`src/rtl/audio_pkg.sv`:
```
// Shared definitions for the audio metering blocks: peak FSM encodings,
// saturating decay and LED bar thresholds.
package audio_pkg;

  localparam logic [1:0] ST_TRACK = 2'd0;
  localparam logic [1:0] ST_HOLD  = 2'd1;
  localparam logic [1:0] ST_FALL  = 2'd2;

  // Saturating subtract: decays toward zero and never wraps.
  function automatic int unsigned sat_sub(input int unsigned x, input int unsigned step);
    return (x >= step) ? x - step : 32'd0;
  endfunction

  // Threshold of bar segment k for a full scale of 2^width-1 split over count segments.
  function automatic int unsigned led_thr(input int unsigned k, input int unsigned width,
                                          input int unsigned count);
    return ((k + 32'd1) * ((32'd1 << width) - 32'd1)) / count;
  endfunction

endpackage

```
`src/rtl/audio_tick_gen.sv`:
```
// Free-running prescaler: one-cycle tick every DECAY_TICKS clocks, first tick
// DECAY_TICKS cycles after reset release.
module audio_tick_gen #(
  parameter int DECAY_TICKS = 100000
) (
  input  logic clk,
  input  logic rst,
  output logic tick
);

  localparam int CW = (DECAY_TICKS > 1) ? $clog2(DECAY_TICKS) : 1;

  logic [CW-1:0] count;

  assign tick = (count == CW'(DECAY_TICKS - 1));

  // NOTE: sequential state uses non-blocking assignments so every register
  // samples the pre-edge values regardless of block ordering.
  always_ff @(posedge clk or posedge rst) begin
    if (rst) begin
      count <= '0;
    end else if (tick) begin
      count <= '0;
    end else begin
      count <= count + 1'b1;
    end
  end

endmodule

```
`src/rtl/audio_level_meter.sv`:
```
// Fast-attack / linear-decay level meter with peak hold and an LED bar
// (thermometer bar OR'd with a one-hot peak dot).
module audio_level_meter
  import audio_pkg::*;
#(
  parameter int SAMPLE_WIDTH = 8,
  parameter int LED_COUNT    = 8,
  parameter int DECAY_TICKS  = 100000,
  parameter int DECAY_STEP   = 4,
  parameter int HOLD_STEPS   = 50
) (
  input  logic                    clk,
  input  logic                    rst,
  input  logic [SAMPLE_WIDTH-1:0] sample_i,
  input  logic                    sample_valid_i,
  output logic [SAMPLE_WIDTH-1:0] level_o,
  output logic [SAMPLE_WIDTH-1:0] peak_o,
  output logic [LED_COUNT-1:0]    leds_o
);

  localparam int HW = $clog2(HOLD_STEPS + 1);

  logic                    tick;
  logic [SAMPLE_WIDTH-1:0] cand;
  logic [SAMPLE_WIDTH-1:0] level_next;
  logic [SAMPLE_WIDTH-1:0] peak_dec;
  logic [1:0]              state;
  logic [HW-1:0]           hold_cnt;
  logic [LED_COUNT-1:0]    bar;
  logic [LED_COUNT-1:0]    dot;

  audio_tick_gen #(
    .DECAY_TICKS(DECAY_TICKS)
  ) u_tick_gen (
    .clk (clk),
    .rst (rst),
    .tick(tick)
  );

  // A tick and a sample on the same cycle resolve to the larger of the two.
  always_comb begin
    cand       = tick ? SAMPLE_WIDTH'(sat_sub(32'(level_o), DECAY_STEP)) : level_o;
    level_next = (sample_valid_i && (sample_i > cand)) ? sample_i : cand;
    peak_dec   = SAMPLE_WIDTH'(sat_sub(32'(peak_o), DECAY_STEP));
  end

  always_ff @(posedge clk or posedge rst) begin
    if (rst) begin
      level_o  <= '0;
      peak_o   <= '0;
      state    <= ST_TRACK;
      hold_cnt <= '0;
    end else begin
      level_o <= level_next;
      // A new maximum restarts the hold from any state and outranks the tick.
      if (sample_valid_i && (sample_i > peak_o)) begin
        peak_o   <= sample_i;
        hold_cnt <= HW'(HOLD_STEPS);
        state    <= ST_HOLD;
      end else begin
        case (state)
          ST_TRACK: peak_o <= level_next;
          ST_HOLD: begin
            if (tick) begin
              hold_cnt <= hold_cnt - 1'b1;
              if (hold_cnt == HW'(1)) state <= ST_FALL;
            end
          end
          ST_FALL: begin
            if (tick) begin
              if (peak_dec <= level_next) begin
                peak_o <= level_next;
                state  <= ST_TRACK;
              end else begin
                peak_o <= peak_dec;
              end
            end
          end
          default: state <= ST_TRACK;
        endcase
      end
    end
  end

  // NOTE: bar and dot get a full default before the loop so no latch is inferred.
  always_comb begin
    bar = '0;
    dot = '0;
    for (int k = 0; k < LED_COUNT; k++) begin
      bar[k] = (32'(level_o) >= led_thr(k, SAMPLE_WIDTH, LED_COUNT));
      if (32'(peak_o) >= led_thr(k, SAMPLE_WIDTH, LED_COUNT)) begin
        dot    = '0;
        dot[k] = 1'b1;
      end
    end
  end

  always_ff @(posedge clk or posedge rst) begin
    if (rst) begin
      leds_o <= '0;
    end else begin
      leds_o <= bar | dot;
    end
  end

endmodule
```
`config.mk`:
```
export PLATFORM = sky130hd
export DESIGN_NAME = audio_level_meter
export DESIGN_NICKNAME = d
export VERILOG_FILES = /design/src/rtl/audio_pkg.sv /design/src/rtl/audio_tick_gen.sv /design/src/rtl/audio_level_meter.sv
export SDC_FILE = /design/constraint.sdc
export NUM_CORES = 1
export LEC_CHECK = 0
export ABC_AREA = 1
export BUFFER_PORTS_ARGS = -buffer_cell sky130_fd_sc_hd__buf_2
export CAP_MARGIN = 30
export CORE_ASPECT_RATIO = 0.5
export CORE_MARGIN = 4
export CORE_UTILIZATION = 45
export DETAILED_ROUTE_END_ITERATION = 10
export HOLD_SLACK_MARGIN = 0.03
export REMOVE_ABC_BUFFERS = 1
export SETUP_SLACK_MARGIN = 0.05
export SLEW_MARGIN = 0
export SYNTH_ARGS = -nofsm -noshare
export SYNTH_HDL_FRONTEND = slang
export SYNTH_HIERARCHICAL = 1
export SYNTH_SLANG_ARGS = --single-unit
```
`constraint.sdc`:
```
create_clock -name clk -period 7 [get_ports clk]
set_input_delay 0.35 -clock clk [delete_from_list [all_inputs] [get_ports clk]]
set_output_delay 0.35 -clock clk [all_outputs]
set_load 0.05 [all_outputs]
```
Word level (Yosys, flattened, before mapping):

Cells that the tools add are included.

* output and inout bits: 24
* input bits: 11
* logic and storage cells: 76
* bits in registers: 49

* bitwise gates (word level): 1
* mux-type cells: 26
* equality and inequality tests: 9
* order comparisons: 21
* $add $sub $neg: 4
* reduce and logical (&&, ||, !) cells: 9

Operator list (number)
* $mux W8: 14
* $ge A8 B8 Y1 const B: 8
* $ge A8 B7 Y1 const B: 4
* $mux W6: 3
* $add A17 B1 Y17 const B: 1
* $eq A17 B17 Y1 const B: 1
* $mux W17: 1
* $ge A8 B3 Y1 const B: 2
* $ge A8 B5 Y1 const B: 2
* $ge A8 B6 Y1 const B: 2
* $gt A8 B8 Y1: 2
* $pmux W8 S2: 1
* $sub A8 B3 Y8 const B: 2
* $ne A3 B3 Y1 const B: 4
* $mux W2: 5
* $le A8 B8 Y1: 1
* $or A8 B8 Y8: 1
* $eq A6 B1 Y1 const B: 1
* $pmux W2 S3: 1
* $sub A6 B1 Y6 const B: 1
* $reduce_and A5 Y1: 1
* $reduce_and A2 Y1: 2
* $reduce_bool A2 Y1: 2
* $reduce_bool A3 Y1: 1
* 6 further kinds: 7

Depth between registers and ports, before layout:

Gate-level depths: netlist of run 1.

* word-level depth: 11
* mapped depth: 36
* depth with buffers taken out: 35

Cells and area by module:

Netlist of run 1, hierarchy kept.

By module, submodules not included
* audio_level_meter: cells each 417, instances 1, area each 2808.9 um2, seq. area each 800.8 um2
* audio_tick_gen: cells each 144, instances 1, area each 977.2 um2, seq. area each 425.4 um2

Worst setup path before layout of run 1:

No wires, ideal clock.

* path type: reg2reg
* from: register u_tick_gen.count[0]
* to: register peak_o[0]
* setup time: 118 ps
* stages on the path, launching flop included: 30
* data required time: 6882 ps
* setup slack: 3124 ps
* data arrival time: 3758 ps
* buffers on the path: 1
* cells stage by stage: dfrtp_1 -> ha_1 -> nand2_1 -> inv_2 -> nand2_1 -> nor2_2 -> nand2_1 -> inv_2 -> buf_4 -> inv_2 -> nor2_2 -> nand2_1 -> o21ai_1 -> nand3_1 -> ha_1 -> nand2_1 -> nor2_1 -> a21oi_2 -> nand2_2 -> nand2_1 -> nand2_1 -> ha_1 -> nand2_1 -> nor2_1 -> a21oi_2 -> nand2_2 -> nand3_1 -> nand2_1 -> nand2_1 -> nand2_1

* word-level cells in the longest chain between the ends: 10
* elaborated cells on any way between the ends: 12

Ends and longest elaborated chain
* start: declaration: RTL line audio_tick_gen.sv:13 `logic [CW-1:0] count;`
* start signal: assignment: RTL line audio_tick_gen.sv:25 `count <= count + 1'b1;`
* $eq A17 B17 Y1 *: RTL line audio_tick_gen.sv:15 `assign tick = (count == CW'(DECAY_TICKS - 1));`
* named net tick: RTL line audio_level_meter.sv:23 `logic tick;`
* $mux W8: RTL line audio_level_meter.sv:42 `cand = tick ? SAMPLE_WIDTH'(sat_sub(32'(level_o), DECAY_STEP)) : level_o;`
* $gt A8 B8 Y1: RTL line audio_level_meter.sv:43 `level_next = (sample_valid_i && (sample_i > cand)) ? sample_i : cand;`
* $logic_and A1 B1 Y1: RTL line audio_level_meter.sv:43
* $mux W8: RTL line audio_level_meter.sv:43
* $le A8 B8 Y1: RTL line audio_level_meter.sv:71 `if (peak_dec <= level_next) begin`
* $mux W8: RTL line audio_level_meter.sv:71
* $mux W8: RTL line audio_level_meter.sv:70 `if (tick) begin`
* $pmux W8 S2: RTL line audio_level_meter.sv:61 `case (state)`
* $mux W8: RTL line audio_level_meter.sv:56 `if (sample_valid_i && (sample_i > peak_o)) begin`
* end signal: assignment: RTL line audio_level_meter.sv:57 `peak_o <= sample_i;`
* end signal: assignment: RTL line audio_level_meter.sv:62 `ST_TRACK: peak_o <= level_next;`
* end signal: assignment: RTL line audio_level_meter.sv:72 `peak_o <= level_next;`
* end: declaration: RTL line audio_level_meter.sv:17 `output logic [SAMPLE_WIDTH-1:0] peak_o,`

Mark *: on every way through the listed nets, which the timed path passes. The rest lies on a longest branch. The select of a mux whose other input is x is not followed.
A chain may end at the register's enable or synchronous reset.

Worst setup path in the final report of run 1:

* from: register u_tick_gen.count[0]
* to: register peak_o[5]

The elaborated chain is that of the path after synthesis.

==> results of run 1 <==
## registers in the layout, summed over array words and instances (netlist names)
| name | cells |
|---|---|
| hold_cnt | 6 |
| u_tick_gen/count | 17 |
| peak_o | 8 |
| level_o | 8 |
| leds_o | 8 |
| state | 2 |
## layout by cell type, fill, tap and decap left out, types with 2 or more instances in the layout
master and count:
a21o_1 2, a21oi_1 15, a21oi_2 2, buf_2 34
clkbuf_16 5, clkinv_1 2, dfrtp_1 49, ha_1 33
inv_1 86, inv_2 13, nand2_1 166, nand2_2 7
nand2_4 2, nand3_1 54, nand3_2 2, nand4_1 8
nor2_1 65, nor2_2 8, nor2_4 2, nor3_1 3
o211ai_1 2, o21ai_0 12, o21ai_1 4, o221ai_1 2
xnor2_1 2, xor2_1 8
## cells by family after synthesis
group	Yosys count
buffers and inverters	104
AND/OR/NAND/NOR	319
AO/OA/AOI/OAI	46
flip-flops	49
adder cells (fa/ha/maj)	33
XOR/XNOR	10
## path summary, 6_finish.rpt
kind	from	endpoint	slack [ps]	cells after the start
setup reg to reg	u_tick_gen/count[0]	peak_o[5]	2470	29
max in group asynchronous	rst	u_tick_gen/count[0]	6400	2
setup / recovery	u_tick_gen/count[0]	peak_o[5]	2470	29
min in group clk	u_tick_gen/count[0]	u_tick_gen/count[0]	480	1
hold / removal	rst	leds_o[2]	160	3
hold reg to reg	u_tick_gen/count[0]	u_tick_gen/count[0]	480	1
## metal layers
metal,track usage,vias to the layer above,wire (µm)
met5,0,-,0
met4,0.0449,0,128
met3,0.0386,12,409
met2,0.323,76,4170
met1,0.280,1589,4620
li1,-,1838,-
## critical path, delay by kind of cell, from the launching register on
kind	cells	cell delay (ps)
AO/OA/AOI/OAI	2	480
buffers and inverters	3	400
flip-flops	1	380
adder cells (fa/ha/maj)	3	800
AND/OR/NAND/NOR	21	2360
## cell type report
class / instances / share of cell area
tap: 112 / 0.0330
timing repair buffer: 35 / 0.0418
multi-input combinational: 408 / 0.508
clock inverter: 2 / 0.00913
inverter: 101 / 0.0892
sequential: 49 / 0.289
clock buffer: 6 / 0.0303
## stage by stage
step / area (µm²) / utilization / hold WS [ps] / total power, mW
global route: 4250 / 0.525 / 213 / 1.94
CTS: 4250 / 0.525 / 171 / 1.78
detailed placement: 4080 / 0.505 / 478 / 1.49
finish: 4250 / 0.525 / 156 / 1.77
global placement: 4080 / 0.505 / 469 / 1.49
floorplan: 3760 / - / 276 / 1.24
## synthesized netlist by cell type, types with 2 or more instances
cell type    n
inv_1       86
dfrtp_1     49
nand2_4      2
nor3_1       3
o221ai_1     2
inv_2       13
o211ai_1     2
o21ai_1      4
nand3_1     54
o21ai_0     12
a21oi_1     15
nand2_1    166
nand3_2      2
xor2_1       8
a21oi_2      2
nand2_2      7
ha_1        33
xnor2_1      2
nor2_2       8
a21o_1       2
nand4_1      8
nor2_1      65
clkinv_1     2
nor2_4       2
## power by group through the flow
stage	logic [mW]	clock network, mW	registers (mW)
2_1_floorplan	0.594	0	0.641
3_3_place_gp	1.04	0	0.452
3_5_place_dp	1.04	0	0.451
4_1_cts	1.04	0.292	0.447
5_1_grt	1.17	0.300	0.461
6_report	1.04	0.283	0.446
==> reports/metrics.csv, run 1 <==
stage,metric,value,unit
status,status,"complete, no violations",
global_route,all-layer global routing usage,0.200,
layout,Sequential Area,1230,µm²
power,sw frac,0.533,
routing,drc violations,0,
synthesis,Synth async-reset ratio,1.00,
job,Max Cap Viol,0,
sta,final setup margin,2470,ps
sta,fin crit share,0.647,
synthesis,sequential area share after synthesis,0.324,
synthesis,simple-gate share of the synthesized area,0.363,
clocking,Root Driver,clkbuf_16,
routing,"antenna viol nets, final",0,
worst_setup_path,critical path class,reg -> reg,
synthesis,post-synth top area share,0.324,
floorplan,die span in y,72.9,µm
layout,n_diodes,0,
synthesis,Unique masters post-synth,36,
sta,FMAX,221,MHz
layout,synth-to-layout area growth,12.2,%
placed_design,GP Congestion,0.907,
global_route,largest net degree at the start of global routing,33,
layout,share of cells above drive strength 1,0.133,
clocking,CTS buffer count,5,
synthesis,mux contribution to synthesized area,0,
synthesis,Synth area leaders,"dfrtp_1, nand2_1, ha_1, inv_1, nand3_1",
layout,FILL cells,829,
power,clock power share,0.160,
synthesis,Synth Area in Adders,0.109,
placed_design,DP HPWL,7450,µm
routing,Starting DRT DRC Count,171,
floorplan,core area,8090,µm²
floorplan,Initial Util,0.468,
layout,nets,644,
worst_setup_path,CP required,7190,ps
power,Int Power,0.825,mW
power,Peak VDD IR,0.251,mV
sta,setup TNS,0,ps
sta,clock skew,7.90,ps
worst_setup_path,Startpoint Class,flip-flop,
clocking,TritonCTS clock tree,yes,
power,combinational fraction of design power,0.587,
worst_hold_path,Tightest Hold Check Type,in -> async,
clocking,setup bufs post-CTS,0,
sta,RSZ-0062 raised after global routing,false,
synthesis,Synth Area in Compound Gates,0.0747,
placed_design,I/O Buffers,34,
floorplan,Die Wd,138,µm
placed_design,"worst slack, placed",2540,ps
routing,final wirelength,9330,µm
synthesis,Post-synth EDFFs,0,
layout,Non-Filler Instances,713,
clocking,hold_buf cts,0,
sta,worst-margin pin slew,690,ps
power,Leakage,2.40,nW
synthesis,top_reg_cell synth,dfrtp_1,
clocking,"Clk Latency, worst-skew pair",300,ps
sta,Rel. slew slack,0.539,
sta,Period minus WS final,4530,ps
worst_setup_path,CP most frequent cell,nand2_1,
placed_design,placed insts,705,
global_route,grt total ovfl,0,
floorplan,I/O pin count,35,
global_route,initial antenna violation count,0,
global_route,first-pass GRT wire length,15600,µm
floorplan,Die ar.,10000,µm²
clocking,CTS H-tree depth,2,
sta,Max Slew Vio Count,0,
worst_setup_path,"Max stage delay cell, worst path",dfrtp_1,
synthesis,xor-xnor portion of the synthesized cell area,0.0231,
power,Cell Pwr Density,416,nW/µm²
clocking,buffer levels on the longest clock path,2,
worst_setup_path,CP peak stage delay,380,ps
worst_setup_path,CP arrival,4720,ps
synthesis,Avg Inst Size Synth,6.75,µm²
synthesis,Post-Syn Area,3790,µm²
sta,Finish-stage setup viols,0,
worst_setup_path,critical path peak fanout,12,
routing,vias,3515,
clocking,"Reg clk slew, reported paths",70,ps
routing,Pre-Repair DR Iteration Count,4,
sta,Final Hold Fails,0,
floorplan,row count,23,
routing,via/cell ratio,4.93,
global_route,vias in the first global route,3227,
synthesis,largest family of logic cells by synthesized area,simple AND/OR/NAND/NOR gates,
synthesis,largest area contributor in the netlist,dfrtp_1,
layout,Multi-input gate area,2160,µm²
clocking,clk sinks,49,
power,Net Switching,0.942,mW
synthesis,synthesized netlist cell count,561,
synthesis,number of synthesized register bits,49,
power,Sequential Power Share,0.253,
worst_setup_path,nature of the critical path endpoint,flip-flop,
routing,post-detailed-route wirelength per cell,13.1,µm
synthesis,Yosys warning count,6,
clocking,post_cts resized,0,
(Power assumes the default switching activity.)
==> run 2, diff against run 1 <==
clock period = 4.18 ns   (was 7 ns; I/O delays follow)
==> run 2 against run 1 <==
Global-route usage up 1.2 points; sequential cell count unchanged; critical path type unchanged; clock skew about the same; routed wire length up 7.4%; sequential power up 68%; cell count up 2.9%.
==> reports/metrics.csv, run 2 (synthesis gave the netlist of run 1 again) <==
stage,metric,value,unit
status,status,"complete, no violations",
power,clock power share,0.143,
worst_setup_path,Startpoint Class,flip-flop,
placed_design,I/O Buffers,34,
sta,Rel. slew slack,0.566,
floorplan,Die ar.,10000,µm²
global_route,first-pass GRT wire length,16500,µm
sta,Max Slew Vio Count,0,
global_route,vias in the first global route,3399,
power,Net Switching,1.77,mW
routing,met2 routed WL,4680,µm
global_route,largest net degree at the start of global routing,33,
layout,share of cells above drive strength 1,0.228,
routing,Starting DRT DRC Count,214,
job,Max Cap Viol,0,
power,Int Power,1.57,mW
routing,Pre-Repair DR Iteration Count,4,
global_route,initial antenna violation count,0,
sta,FMAX,251,MHz
sta,fin crit share,0.954,
floorplan,Die Wd,138,µm
worst_setup_path,critical path peak fanout,8,
worst_setup_path,"Max stage delay cell, worst path",dfrtp_1,
worst_hold_path,Tightest Hold Check Type,in -> reg,
layout,nets,665,
clocking,Root Driver,clkbuf_16,
routing,post-detailed-route wirelength per cell,13.6,µm
power,Peak VDD IR,0.387,mV
power,Cell Pwr Density,711,nW/µm²
floorplan,die span in y,72.9,µm
floorplan,Initial Util,0.468,
floorplan,I/O pin count,35,
placed_design,DP HPWL,7550,µm
worst_setup_path,nature of the critical path endpoint,flip-flop,
layout,"Most flops, register",u_tick_gen/count,
routing,DR top layer,met4,
power,combinational fraction of design power,0.632,
floorplan,row count,23,
routing,"antenna viol nets, final",0,
worst_setup_path,CP most frequent cell,nand2_1,
clocking,buffer levels on the longest clock path,2,
clocking,CTS buffer count,5,
clocking,CTS H-tree depth,2,
layout,n_diodes,0,
sta,clock skew,7.52,ps
worst_setup_path,CP required,4420,ps
layout,final core occ,0.581,
placed_design,GP Congestion,0.890,
layout,synth-to-layout area growth,24.1,%
layout,most frequent cells in the layout,"nand2_1, inv_1, nor2_1, dfrtp_1, nand3_1",
routing,via/cell ratio,4.93,
sta,RSZ-0062 raised after global routing,true,
routing,drc violations,0,
floorplan,core area,8090,µm²
clocking,"Clk Latency, worst-skew pair",300,ps
clocking,TritonCTS clock tree,yes,
routing,Post-Route M1 WL,4640,µm
sta,Final Hold Fails,0,
global_route,grt total ovfl,0,
sta,Period minus WS final,3990,ps
worst_setup_path,CP arrival,4230,ps
power,sw frac,0.530,
global_route,all-layer global routing usage,0.211,
worst_setup_path,CP peak stage delay,380,ps
layout,flip-flop count of the largest register after layout,17,
routing,vias,3618,
routing,final wirelength,10000,µm
clocking,"Reg clk slew, reported paths",70,ps
worst_setup_path,critical path class,reg -> reg,
sta,Finish-stage setup viols,0,
sta,Min Hold Slack,324,ps
power,Sequential Power Share,0.225,
layout,"most common cell after layout, fill and taps aside",nand2_1,
sta,worst-margin pin slew,651,ps
clocking,clk sinks,49,
power,Leakage,2.55,nW
routing,met3 wire len,561,µm
==> run 2: cell types whose count changed in the layout (fill, tap and decap cells not counted), moves of 7 or more <==
cell	change
buf_4	+15
ha_1	-8
ha_4	+7
nand2_1	-18
nand2_2	+12
nand3_1	-7
==> run 2: metal layers <==
metal  vias up  track usage
met2        76        0.337
li1       1883            -
met3        16       0.0455
met4         0       0.0537
met1      1643        0.295
met5         -            0
==> run 2: metrics by stage <==
stage	worst slack [ps]	cells	total power [mW]	cell area, µm²	setup TNS [ps]
after floorplan	361	558	2.07	3760	0
after global placement	108	710	2.51	4120	0
after detailed placement	-17.2	710	2.52	4120	-17.2
after CTS	56.0	720	3.02	4320	0
after global routing	-144	734	3.64	4700	-947
final	193	734	3.34	4700	0
==> run 2: power by group through the flow <==
stage                     clock [mW]  sequential, mW  combinational, mW
after CTS                      0.491           0.747               1.79
after global routing           0.514           0.771               2.35
after detailed placement           0           0.755               1.76
after floorplan                    0            1.07              0.995
after global placement             0           0.756               1.76
final                          0.479           0.751               2.11
==> run 2: area by class of cell <==
class / instances / area [µm²]
multi-input combinational: 408 / 2430
tap: 112 / 140
clock inverter: 3 / 43.8
inverter: 101 / 382
timing repair buffer: 56 / 357
sequential: 49 / 1230
fill: 751 / 3390
clock buffer: 5 / 125
==> run 2: timing repair <==
item                                    in CTS  in global routing
hold buffers                                 1                  0
buffers inserted                             1                 16
gates resized for setup                      3                 58
pin swaps                                    1                 22
hold endpoints to repair                    41                  0
endpoints found under the setup margin       8                  9
cloned                                       0                  0
==> run 2: worst max-delay path, delay by kind of cell (launching register included) <==
kind,cells,cell delay [ps]
AO/OA/AOI/OAI,2,490
XOR/XNOR,1,180
adder cells (fa/ha/maj),3,750
buffers and inverters,6,730
flip-flops,1,380
AND/OR/NAND/NOR,17,1380
==> run 2: final timing paths <==
check / from / endpoint / slack [ps] / cells after the start
min in group asynchronous: rst / u_tick_gen/count[9] / 550 / 3
setup reg to reg: u_tick_gen/count[0] / peak_o[7] / 190 / 29
setup / recovery: u_tick_gen/count[0] / peak_o[7] / 190 / 29
max in group asynchronous: rst / u_tick_gen/count[7] / 3210 / 3
hold reg to reg: u_tick_gen/count[8] / u_tick_gen/count[8] / 530 / 1
hold / removal: sample_i[1] / level_o[1] / 320 / 5
==> run 3, diff against run 2 <==
CELL_PAD_IN_SITES_DETAIL_PLACEMENT = 1   (was not set)
CELL_PAD_IN_SITES_GLOBAL_PLACEMENT = 2   (was not set)
CORE_UTILIZATION = 34   (was 45)
PLACE_DENSITY_LB_ADDON = 0.1   (was not set)
==> run 3 against run 2 <==
Non-clock buffer count is 2 lower; register-to-register slack better by 80 ps; first-iteration DRC count is 32% lower; critical path depth is 3 higher; routed wire length is 19% higher; cell count is 3.5% higher; critical endpoint unchanged; highest routed layer unchanged.
==> reports/metrics.csv, run 3 (synthesis gave the netlist of run 1 again) <==
stage,metric,value,unit
layout,Finished Cell Area,4720,µm²
sta,worst-margin pin slew,698,ps
clocking,TritonCTS clock tree,yes,
global_route,vias in the first global route,3890,
placed_design,I/O Buffers,34,
layout,FILL cells,1368,
clocking,"Clk Latency, worst-skew pair",290,ps
sta,clock skew,3.06,ps
routing,vias,3675,
global_route,largest net degree at the start of global routing,33,
floorplan,Die ar.,13000,µm²
routing,Pre-Repair DR Iteration Count,4,
worst_setup_path,Startpoint Class,flip-flop,
sta,FMAX,256,MHz
worst_setup_path,critical path class,reg -> reg,
sta,Min Hold Slack,23.8,ps
placed_design,"worst slack, placed",52.5,ps
status,status,"complete, no violations",
worst_setup_path,critical path peak fanout,4,
floorplan,row count,26,
floorplan,die span in y,82.6,µm
worst_setup_path,"Max stage delay cell, worst path",dfrtp_1,
floorplan,Die Wd,157,µm
job,Max Cap Viol,0,
worst_setup_path,CP arrival,4140,ps
routing,drc violations,0,
clocking,hold_buf cts,0,
global_route,initial antenna violation count,0,
floorplan,core area,10500,µm²
routing,"antenna viol nets, final",0,
layout,n_diodes,0,
worst_setup_path,CP most frequent cell,nand2_1,
worst_setup_path,CP required,4420,ps
layout,nets,663,
global_route,grt total ovfl,0,
placed_design,DP HPWL,9410,µm
worst_setup_path,nature of the critical path endpoint,flip-flop,
worst_setup_path,CP peak stage delay,380,ps
sta,Finish-stage setup viols,0,
sta,final setup margin,278,ps
routing,post-detailed-route wirelength per cell,15.7,µm
sta,Period minus WS final,3900,ps
sta,setup TNS,0,ps
clocking,"Reg clk slew, reported paths",70,ps
clocking,CTS buffer count,5,
global_route,all-layer global routing usage,0.195,
placed_design,Placement Cell Area,4180,µm²
layout,final core occ,0.448,
sta,Final Hold Fails,0,
power,Peak VDD IR,0.288,mV
sta,Rel. slew slack,0.534,
layout,flip-flop count of the largest register after layout,17,
layout,share of cells above drive strength 1,0.239,
worst_hold_path,Tightest Hold Check Type,in -> async,
floorplan,Initial Util,0.359,
layout,synth-to-layout area growth,24.6,%
clocking,Root Driver,clkbuf_16,
clocking,CTS H-tree depth,2,
layout,"Most flops, register",u_tick_gen/count,
sta,fin crit share,0.934,
routing,final wirelength,11900,µm
global_route,first-pass GRT wire length,19800,µm
worst_setup_path,worst path buffer plus inverter count,6,
layout,most frequent cells in the layout,"nand2_1, inv_1, nor2_1, dfrtp_1, nand3_1",
sta,Max Slew Vio Count,0,
power,Cell Pwr Density,709,nW/µm²
routing,via/cell ratio,4.84,
power,Leakage,2.54,nW
layout,"most common cell after layout, fill and taps aside",nand2_1,
routing,Starting DRT DRC Count,146,
clocking,clk sinks,49,
placed_design,GP Congestion,0.885,
floorplan,I/O pin count,35,
worst_setup_path,critical path's top delay family,simple AND/OR/NAND/NOR gates,
clocking,buffer levels on the longest clock path,2,
run 3: metal layers:
metal | wire, µm | track usage | share of wire | vias up
met5 | 0 | 0 | 0 | -
li1 | - | - | - | 1871
met3 | 270 | 0.0286 | 0.023 | 8
met1 | 5900 | 0.258 | 0.50 | 1754
met2 | 5640 | 0.341 | 0.47 | 42
met4 | 105 | 0.0429 | 0.0088 | 0
run 3: cell type report:
class                      count  area [µm²]  share of cell area
tap                          140         175              0.0371
clock buffer                   6         129              0.0273
inverter                     101         384              0.0814
sequential                    49        1230               0.260
clock inverter                 2        13.8             0.00292
multi-input combinational    408        2450               0.519
timing repair buffer          54         339              0.0719
run 3: worst min-delay path: cells and delay by family:
kind,cells,cell delay (ps)
buf+inv,3,530
run 3: per-stage QoR:
stage	power, mW	instances
detailed placement	2.63	742
finish	3.34	760
CTS	3.07	751
floorplan	2.07	558
global route	3.67	760
global placement	2.60	742
run 3: final timing paths:
kind / to / slack, ps / cells after the start / startpoint
setup / recovery: peak_o[7] / 280 / 32 / u_tick_gen/count[1]
hold / removal: leds_o[3] / 20 / 3 / rst
setup reg to reg: peak_o[7] / 280 / 32 / u_tick_gen/count[1]
hold reg to reg: u_tick_gen/count[8] / 540 / 1 / u_tick_gen/count[8]
max in group asynchronous: u_tick_gen/count[16] / 3710 / 2 / rst
min in group clk: level_o[0] / 340 / 4 / sample_i[0]
run 3: power by group:
| part | internal [mW] | switching, mW |
|---|---|---|
| logic | 0.705 | 1.47 |
| registers | 0.597 | 0.161 |
| clock network | 0.224 | 0.192 |
| total | 1.53 | 1.82 |
run 3: repair_timing:
item | in CTS | in global routing
setup endpoints to repair | 3 | 9
pin swaps | 1 | 22
resized for setup | 2 | 68
buffers inserted | 1 | 9
